<file path="src/rtl/csc_line_arbiter.sv">
// Line-granular round-robin arbiter that shares one RGB->YCbCr converter between two pixel sources.
// Source tags ride a delay line matched to the converter latency so results are steered back per source.
module csc_line_arbiter #(
    parameter int unsigned CSC_LAT = 4,
    parameter int unsigned TIMEOUT = 1024
) (
    input  logic        clk_i,
    input  logic        rst_i,
    input  logic        s0_valid_i,
    output logic        s0_ready_o,
    input  logic [23:0] s0_rgb_i,
    input  logic        s0_last_i,
    input  logic        s1_valid_i,
    output logic        s1_ready_o,
    input  logic [23:0] s1_rgb_i,
    input  logic        s1_last_i,
    output logic [23:0] csc_rgb_o,
    output logic        csc_en_o,
    input  logic [23:0] csc_ycbcr_i,
    output logic [23:0] m_ycbcr_o,
    output logic        m0_valid_o,
    output logic        m1_valid_o,
    output logic        m_last_o,
    output logic [1:0]  owner_o,
    output logic        err_timeout_o
);

    localparam int unsigned PIX_W = 24;
    localparam int unsigned CNT_W = (TIMEOUT > 1) ? $clog2(TIMEOUT) : 1;
    localparam logic [CNT_W-1:0] TMO_LAST = CNT_W'(TIMEOUT - 1);

    // State encoding doubles as the owner code (00 idle, 01 source 0, 10 source 1).
    typedef enum logic [1:0] {
        IDLE = 2'b00,
        GNT0 = 2'b01,
        GNT1 = 2'b10
    } state_e;

    typedef struct packed {
        logic en;
        logic src;
        logic last;
    } tag_t;

    state_e             state_q;
    logic               last_owner_q;
    logic [CNT_W-1:0]   tmo_cnt_q;
    logic [CNT_W-1:0]   tmo_cnt_d;
    tag_t               tag_q [CSC_LAT];

    logic               hs;
    logic               src1;
    logic               sel_last;
    logic [PIX_W-1:0]   sel_rgb;

    assign s0_ready_o = (state_q == GNT0);
    assign s1_ready_o = (state_q == GNT1);
    assign owner_o    = state_q;
    assign m_ycbcr_o  = csc_ycbcr_i;

    assign src1     = (state_q == GNT1);
    assign hs       = (s0_valid_i & s0_ready_o) | (s1_valid_i & s1_ready_o);
    assign sel_last = src1 ? s1_last_i : s0_last_i;
    assign sel_rgb  = src1 ? s1_rgb_i : s0_rgb_i;

    // Idle-cycle counter saturates at the timeout threshold.
    always_comb begin
        tmo_cnt_d = tmo_cnt_q;
        if (tmo_cnt_q != TMO_LAST) begin
            tmo_cnt_d = tmo_cnt_q + CNT_W'(1);
        end
    end

    // Line arbiter: whole lines are granted, ties go to the source that did not own the last line.
    always_ff @(posedge clk_i or posedge rst_i) begin
        if (rst_i) begin
            state_q       <= IDLE;
            last_owner_q  <= 1'b1;
            tmo_cnt_q     <= '0;
            err_timeout_o <= 1'b0;
        end else begin
            err_timeout_o <= 1'b0;
            case (state_q)
                IDLE: begin
                    tmo_cnt_q <= '0;
                    if (s0_valid_i && (!s1_valid_i || last_owner_q)) begin
                        state_q <= GNT0;
                    end else if (s1_valid_i) begin
                        state_q <= GNT1;
                    end
                end
                GNT0, GNT1: begin
                    if (hs) begin
                        tmo_cnt_q <= '0;
                        if (sel_last) begin
                            state_q      <= IDLE;
                            last_owner_q <= src1;
                        end
                    end else if (tmo_cnt_q == TMO_LAST) begin
                        err_timeout_o <= 1'b1;
                        state_q       <= IDLE;
                        last_owner_q  <= src1;
                        tmo_cnt_q     <= '0;
                    end else begin
                        tmo_cnt_q <= tmo_cnt_d;
                    end
                end
                default: state_q <= IDLE;
            endcase
        end
    end

    // Converter feed and the source-tag delay line; final tag stage is registered onto the result valids.
    always_ff @(posedge clk_i or posedge rst_i) begin
        if (rst_i) begin
            csc_rgb_o  <= '0;
            csc_en_o   <= 1'b0;
            m0_valid_o <= 1'b0;
            m1_valid_o <= 1'b0;
            m_last_o   <= 1'b0;
            for (int unsigned i = 0; i < CSC_LAT; i++) begin
                tag_q[i] <= '0;
            end
        end else begin
            csc_en_o <= hs;
            if (hs) begin
                csc_rgb_o <= sel_rgb;
            end
            tag_q[0] <= '{en: hs, src: src1, last: hs & sel_last};
            for (int unsigned i = 1; i < CSC_LAT; i++) begin
                tag_q[i] <= tag_q[i-1];
            end
            m0_valid_o <= tag_q[CSC_LAT-1].en & ~tag_q[CSC_LAT-1].src;
            m1_valid_o <= tag_q[CSC_LAT-1].en &  tag_q[CSC_LAT-1].src;
            m_last_o   <= tag_q[CSC_LAT-1].en &  tag_q[CSC_LAT-1].last;
        end
    end

endmodule

</file>
<file path="config.mk">
export PLATFORM = sky130hd
export DESIGN_NAME = csc_line_arbiter
export DESIGN_NICKNAME = d
export VERILOG_FILES = /design/src/rtl/csc_line_arbiter.sv
export SDC_FILE = /design/constraint.sdc
export NUM_CORES = 1
export LEC_CHECK = 0
export ABC_AREA = 1
export CAP_MARGIN = 20
export CORE_ASPECT_RATIO = 1.2
export CORE_MARGIN = 4
export CORE_UTILIZATION = 40
export CTS_BUF_LIST = sky130_fd_sc_hd__clkbuf_16
export CTS_CLUSTER_DIAMETER = 150
export DETAILED_ROUTE_END_ITERATION = 12
export PLACE_DENSITY = 0.8
export SLEW_MARGIN = 20
export SYNTH_ARGS = -nofsm -noshare
export SYNTH_HDL_FRONTEND = slang
export SYNTH_SLANG_ARGS = --single-unit
</file>
<file path="constraint.sdc">
create_clock -name clk_i -period 1.97 [get_ports clk_i]
set_input_delay 0.394 -clock clk_i [delete_from_list [all_inputs] [get_ports clk_i]]
set_output_delay 0.394 -clock clk_i [all_outputs]
set_load 0.01 [all_outputs]
</file>
==> metrics.md, run 1 <==
| Metric | Value |
|---|---|
| Final hold violations | 0 |
| FP Rows | 32 |
| Yosys warning total | 0 |
| CTS Sinks | 53 |
| DPL Wire Length | 4150 microns |
| Slowest CP cell | clkdlybuf4s50_1 |
| Die width | 82.4 microns |
| Worst Path Arrival | 1480 ps |
| Worst-path clk slew | 60 ps |
| Pwr dens | 1260 nW/um^2 |
| Vias | 2110 |
| DR WL/cell | 11.8 microns |
| Share of layout cells above drive strength 1 | 7.71% |
| Post-DP Area | 3430 sq um |
| Port Buffer Count | 86 |
| Max Root-Sink Buffers | 2 |
| Post-route cell area | 3570 sq um |
| Slew margin rel. | 71.1% |
| Initial antenna violation count | 0 |
| Syn_area_per_cell | 8.49 sq um |
| Worst Setup Start Kind | flip-flop |
| Max-cap violations | 0 |
| Vias in the first global route | 2131 |
| I/O pin count | 135 |
| Fin util | 55.4% |
| Stages on worst setup path | 3 |
| Worst Hold Class | flip-flop to flip-flop |
| Diodes inserted | 0 |
| Routability congestion estimate | 0.850 |
| TritonCTS Buffers | 5 |
| Clk_skew | 2.39 ps |
| Mapped Cells | 313 |
| Crit-path max FO | 5 |
| Total power | 4.50 mW |
| Peak supply drop | 729 uV |
| WHS Path Cells | 0 |
| Area grow syn2layout | 34.4% |
| Achievable frequency | 533 MHz |
| WS Path Type | flip-flop to primary output |
| Grt total ovfl | 0 |
| Residual DRC | 0 |
| Critical Path, Cell by Cell | inv_1 -> ha_1 -> clkdlybuf4s50_1 |
| Gr usage total | 14.3% |
| Setup TNS | 0 ps |
| R2R depth | 5 |
| RSZ-0062 raised after global routing | false |
| Post-Place Worst Slack | 296 ps |
| Sequential fraction of the synthesis area | 50.0% |
| CTS tree | built |
| Ranking of synthesized cells by area | dfrtp_1 (49%), nand2_1 (10%), o21ai_0 (8.1%) |
| Core footprint | 6450 sq um |
| Largest net degree at the start of global routing | 54 |
| Tmin final | 1880 ps |
| Synth Register Bits | 53 |
| Required @ worst endpoint | 1580 ps |
| Cell variety after synth | 26 |
| Drt total wl | 5450 microns |
| H-tree Lvls | 2 |
| Post-route ant nets | 0 |
| Post-Syn Nets | 396 |
| Finish-stage setup viols | 0 |
| Starting DRT DRC Count | 75 |
| CTS Root Cell | clkbuf_16 |
| Die Height | 97.3 microns |
| FF-to-FF setup slack | 390 ps |
| Slew Viols, Final | 0 |
| Worst-Skew Late Latency | 280 ps |
| Die area | 8010 sq um |
| Worst Path Buf+Inv | 2 |
| Final nets | 458 |
| Setup ws final | 94.9 ps |
| Crit path capture type | primary output |
| Hold buffers post-CTS | 0 |
| Initial Util | 41.2% |
| DRT Pass-1 Iters | 4 |
| First-pass GRT wire length | 9050 microns |
| Leak | 1.74 nW |
| Worst slew pin tran | 433 ps |
| Worst path max stage delay | 530 ps |
| CP delay by family, top | buffers and inverters |
| Run status | finished clean |
| Post-synth top area share | 49.0% |
| Biggest area consumer among synthesized cells | dfrtp_1 |
| Vias per cell | 4.58 |
| Period Utilization, post-route | 95.2% |
| Mapped cell area | 2660 sq um |
## synth_stat cells (all sizes together)
library cell,count
nor2,19
buf,33
xnor2,1
o21ai,52
nand4,6
nor3,2
nand3,9
nand2,79
o21bai,1
xor2,3
dfstp,1
a21o,1
inv,47
ha,5
dfrtp,52
clkbuf,2
## sequential cells by signal, summed over array words and instances, names as in the netlist
name           cells
csc_rgb_o         24
tag_q             12
tmo_cnt_q         10
owner_o            2
err_timeout_o      1
last_owner_q       1
m0_valid_o         1
m1_valid_o         1
m_last_o           1
## layout make-up
class | instances | area [sq um]
Clock buffer | 5 | 125
Clock inverter | 3 | 13.8
Fill cell | 572 | 2880
Inverter | 47 | 179
Multi-Input combinational cell | 178 | 905
Sequential cell | 53 | 1330
Tap cell | 85 | 106
Timing Repair Buffer | 90 | 915
## power breakdown
part	internal [mW]	switching, mW	leakage, nW
Clock	0.461	0.343	0.0748
Combinational	0.978	1.02	0.984
Sequential	1.49	0.203	0.682
## final timing paths
check,start,to
setup / recovery,owner_o[1],s0_ready_o
hold / removal,tag_q[5],tag_q[2]
setup reg to reg,owner_o[0],csc_rgb_o[7]
hold reg to reg,tag_q[5],tag_q[2]
max in group asynchronous,rst_i,last_owner_q
min in group asynchronous,rst_i,tag_q[1]
## logic make-up (layout without fill, tap and decap cells)
kind of cell,Yosys count,in the layout,synth area share (%)
AND/OR/NAND/NOR,115,115,19.8
XOR/XNOR,4,4,1.32
flip-flops,53,53,50.0
AO/OA/AOI/OAI,54,54,10.5
adder cells (fa/ha/maj),5,5,2.36
buffers and inverters,82,145,16.1
## stage by stage
stage | instances | hold WS, ps
final | 461 | 348
after CTS | 460 | 350
after global routing | 461 | 357
after detailed placement | 452 | 335
after floorplan | 313 | 331
after global placement | 452 | 332
## cells in the final DEF (no fill, tap or decap), drive strengths merged, types with 5 or more instances in the layout
master	Yosys	routed
clkdlybuf4s50	0	85
nand2	79	79
dfrtp	52	52
o21ai	52	52
inv	47	48
nor2	19	19
nand3	9	9
nand4	6	6
clkbuf	2	5
ha	5	5
## what timing repair did
action / CTS / global route
setup buffers: 0 / 1
gates cloned: 0 / 0
endpoints found under the setup margin: 1 / 1
resized for setup: 1 / 0
pin swaps: 0 / 0
## metal layers
metal  up-vias  share of wire (%)  wire length, microns  track usage, %
met5         -                  0                     0               0
met4         0                2.3                   126            6.91
met3        24                6.2                   339            3.71
met2        54                 54                  2930            26.1
met1       967                 38                  2060            14.5
li1       1065                  -                     -               -
Note: power is estimated with default switching activity, not from simulation.
==> run 2, diff against run 1 <==
--- a/config.mk
+++ b/config.mk
@@ -6,7 +6,6 @@
 export NUM_CORES = 1
 export LEC_CHECK = 0
 export ABC_AREA = 1
-export CAP_MARGIN = 20
 export CORE_ASPECT_RATIO = 1.2
 export CORE_MARGIN = 4
 export CORE_UTILIZATION = 40
==> results of run 2 <==
No change in the layout: final DEF, timing and power equal those of run 1.
==> run 3, diff against run 2 <==
--- a/config.mk
+++ b/config.mk
@@ -6,7 +6,6 @@
 export NUM_CORES = 1
 export LEC_CHECK = 0
 export ABC_AREA = 1
-export CORE_ASPECT_RATIO = 1.2
 export CORE_MARGIN = 4
 export CORE_UTILIZATION = 40
 export CTS_BUF_LIST = sky130_fd_sc_hd__clkbuf_16
==> metrics.md, run 3 (same netlist as run 1, synthesis figures left out) <==
| Metric | Value |
|---|---|
| Run status | finished clean (unchanged) |
| Tmin final | 1730 ps (was 1880 ps) |
| Vias per cell | 4.62 (was 4.58) |
| CTS Sinks | 53 (unchanged) |
| Share of layout cells above drive strength 1 | 7.47% (was 7.71%) |
| Die Height | 89.5 microns (was 97.3 microns) |
| Setup TNS | 0 ps (unchanged) |
| Slew Viols, Final | 0 (unchanged) |
| H-tree Lvls | 2 (unchanged) |
| WS Path Type | flip-flop to primary output (unchanged) |
| Clk_skew | 8.02 ps (was 2.39 ps) |
| DP Cell Count | 444 (was 452) |
| Core footprint | 6390 sq um (was 6450 sq um) |
| Hold buffers post-CTS | 0 (unchanged) |
| Final hold violations | 0 (unchanged) |
| Worst Path Arrival | 1330 ps (was 1480 ps) |
| First-pass GRT wire length | 8900 microns (was 9050 microns) |
| Drt total wl | 5290 microns (was 5450 microns) |
| Grt total ovfl | 0 (unchanged) |
| Area grow syn2layout | 34.5% (was 34.4%) |
| Die width | 89.5 microns (was 82.4 microns) |
| Slew margin rel. | 81.0% (was 71.1%) |
| DRT Pass-1 Iters | 4 (unchanged) |
| Worst Setup Start Kind | flip-flop (unchanged) |
| Worst-path clk slew | 70 ps (was 60 ps) |
| Achievable frequency | 579 MHz (was 533 MHz) |
| Initial Util | 41.6% (was 41.2%) |
| Post-route ant nets | 0 (unchanged) |
| I/O pin count | 135 (unchanged) |
| Final nets | 457 (was 458) |
| Hold Path Origin | tag_q[3] (was tag_q[5]) |
| FP Rows | 29 (was 32) |
| Vias in the first global route | 2026 (was 2131) |
| Required @ worst endpoint | 1580 ps (about the same) |
| Max-cap violations | 0 (unchanged) |
| Crit path capture type | primary output (unchanged) |
| Starting DRT DRC Count | 45 (was 75) |
| WHS Path Cells | 0 (unchanged) |
| DPL Wire Length | 4010 microns (was 4150 microns) |
| CTS Root Cell | clkbuf_16 (unchanged) |
| R2R depth | 11 (was 5) |
| Port Buffer Count | 86 (unchanged) |
| Period Utilization, post-route | 87.6% (was 95.2%) |
| Initial antenna violation count | 0 (unchanged) |
| Pwr dens | 1280 nW/um^2 (was 1260 nW/um^2) |
| RSZ-0062 raised after global routing | false (unchanged) |
| Worst slew pin tran | 284 ps (was 433 ps) |
| Routability congestion estimate | 0.772 (was 0.850) |
| Finish-stage setup viols | 0 (unchanged) |
| Max Root-Sink Buffers | 2 (unchanged) |
| Peak supply drop | 713 uV (was 729 uV) |
| TritonCTS Buffers | 5 (unchanged) |
| Most common cell after layout, fill and taps aside | clkdlybuf4s50_1 (unchanged) |
| Crit-path max FO | 5 (unchanged) |
| CTS tree | built (unchanged) |
| Die area | 8010 sq um (about the same) |
| FF-to-FF setup slack | 270 ps (was 390 ps) |
| Worst Hold Class | flip-flop to flip-flop (unchanged) |
| DR WL/cell | 11.7 microns (was 11.8 microns) |
| Gr usage total | 14.2% (was 14.3%) |
| Worst-Skew Late Latency | 290 ps (was 280 ps) |
| Hold worst-path end | tag_q[0] (was tag_q[2]) |
| Diodes inserted | 0 (unchanged) |
| Regs by FF count | csc_rgb_o: 24 flops, tag_q: 12 flops, tmo_cnt_q: 10 flops (unchanged) |
| Largest net degree at the start of global routing | 54 (unchanged) |
| Most flops, register | csc_rgb_o (unchanged) |
| Vias | 2089 (was 2110) |
| Setup ws final | 243 ps (was 94.9 ps) |
| Residual DRC | 0 (unchanged) |
| Post-Place Worst Slack | 239 ps (was 296 ps) |
| Cell Count, Final, Fillers Out | 452 (was 461) |
| Max FFs per register | 24 (unchanged) |
| Reg-to-reg critical path endpoint | last_owner_q (was csc_rgb_o[7]) |
| Commonest cells after routing, fill and taps aside | clkdlybuf4s50_1 (84), nand2_1 (72), dfrtp_1 (52) (was clkdlybuf4s50_1 (85), nand2_1 (72), dfrtp_1 (52)) |
| Leak | 1.75 nW (was 1.74 nW) |
| R2R Path Start | owner_o[0] (unchanged) |
| Number of setup buffers added after CTS | 0 (unchanged) |
==> run 3: worst max path at each step <==
stage | from | end | slack [ps] | cells past startpoint
4_1_cts | owner_o[1] | s0_ready_o | 3 | 3
6_report | owner_o[0] | s1_ready_o | 240 | 3
3_5_place_dp | owner_o[0] | last_owner_q | 240 | 11
3_3_place_gp | owner_o[0] | last_owner_q | 300 | 11
2_1_floorplan | rst_i | csc_rgb_o[0] | 290 | 1
5_1_grt | owner_o[0] | last_owner_q | 90 | 11
==> run 3: routing by layer <==
layer	global-route usage, %	wire, microns	up-vias
met4	5.41	85	0
li1	-	-	1063
met2	25.8	2590	67
met3	4.24	464	16
met1	15.6	2160	943
met5	0	0	-
==> run 3: report_power, final <==
| part | internal [mW] | switching [mW] |
|---|---|---|
| sequential | 1.49 | 0.204 |
| combinational | 0.990 | 1.01 |
| clock | 0.473 | 0.391 |
==> run 3: timing repair <==
action | 4_1_cts | 5_1_grt
gates cloned | 0 | 0
endpoints found under the setup margin | 1 | 1
resized for setup | 1 | 1
pin swaps | 0 | 0
==> run 3: critical path, stage by stage, from the launching register on <==
cell and delay (ps):
dfrtp_1 420, inv_1 80, ha_1 240, dlygate4sd2_1 300
==> run 3: area by class of cell <==
cell class / count / area (sq um)
Fill cell: 607 / 2810
Sequential cell: 53 / 1330
Timing Repair Buffer: 89 / 922
Multi-Input combinational cell: 178 / 902
Inverter: 47 / 179
Clock buffer: 5 / 125
Tap cell: 77 / 96.3
Clock inverter: 3 / 21.3
==> run 3: through the flow <==
stage	instance area [sq um]	power (mW)	hold slack [ps]	utilization, %
floorplan	2660	2.87	331	-
global placement	3430	3.69	336	53.6
detailed placement	3430	3.76	336	53.6
CTS	3570	4.63	352	55.9
global route	3570	4.95	357	56.0
finish	3570	4.56	349	56.0
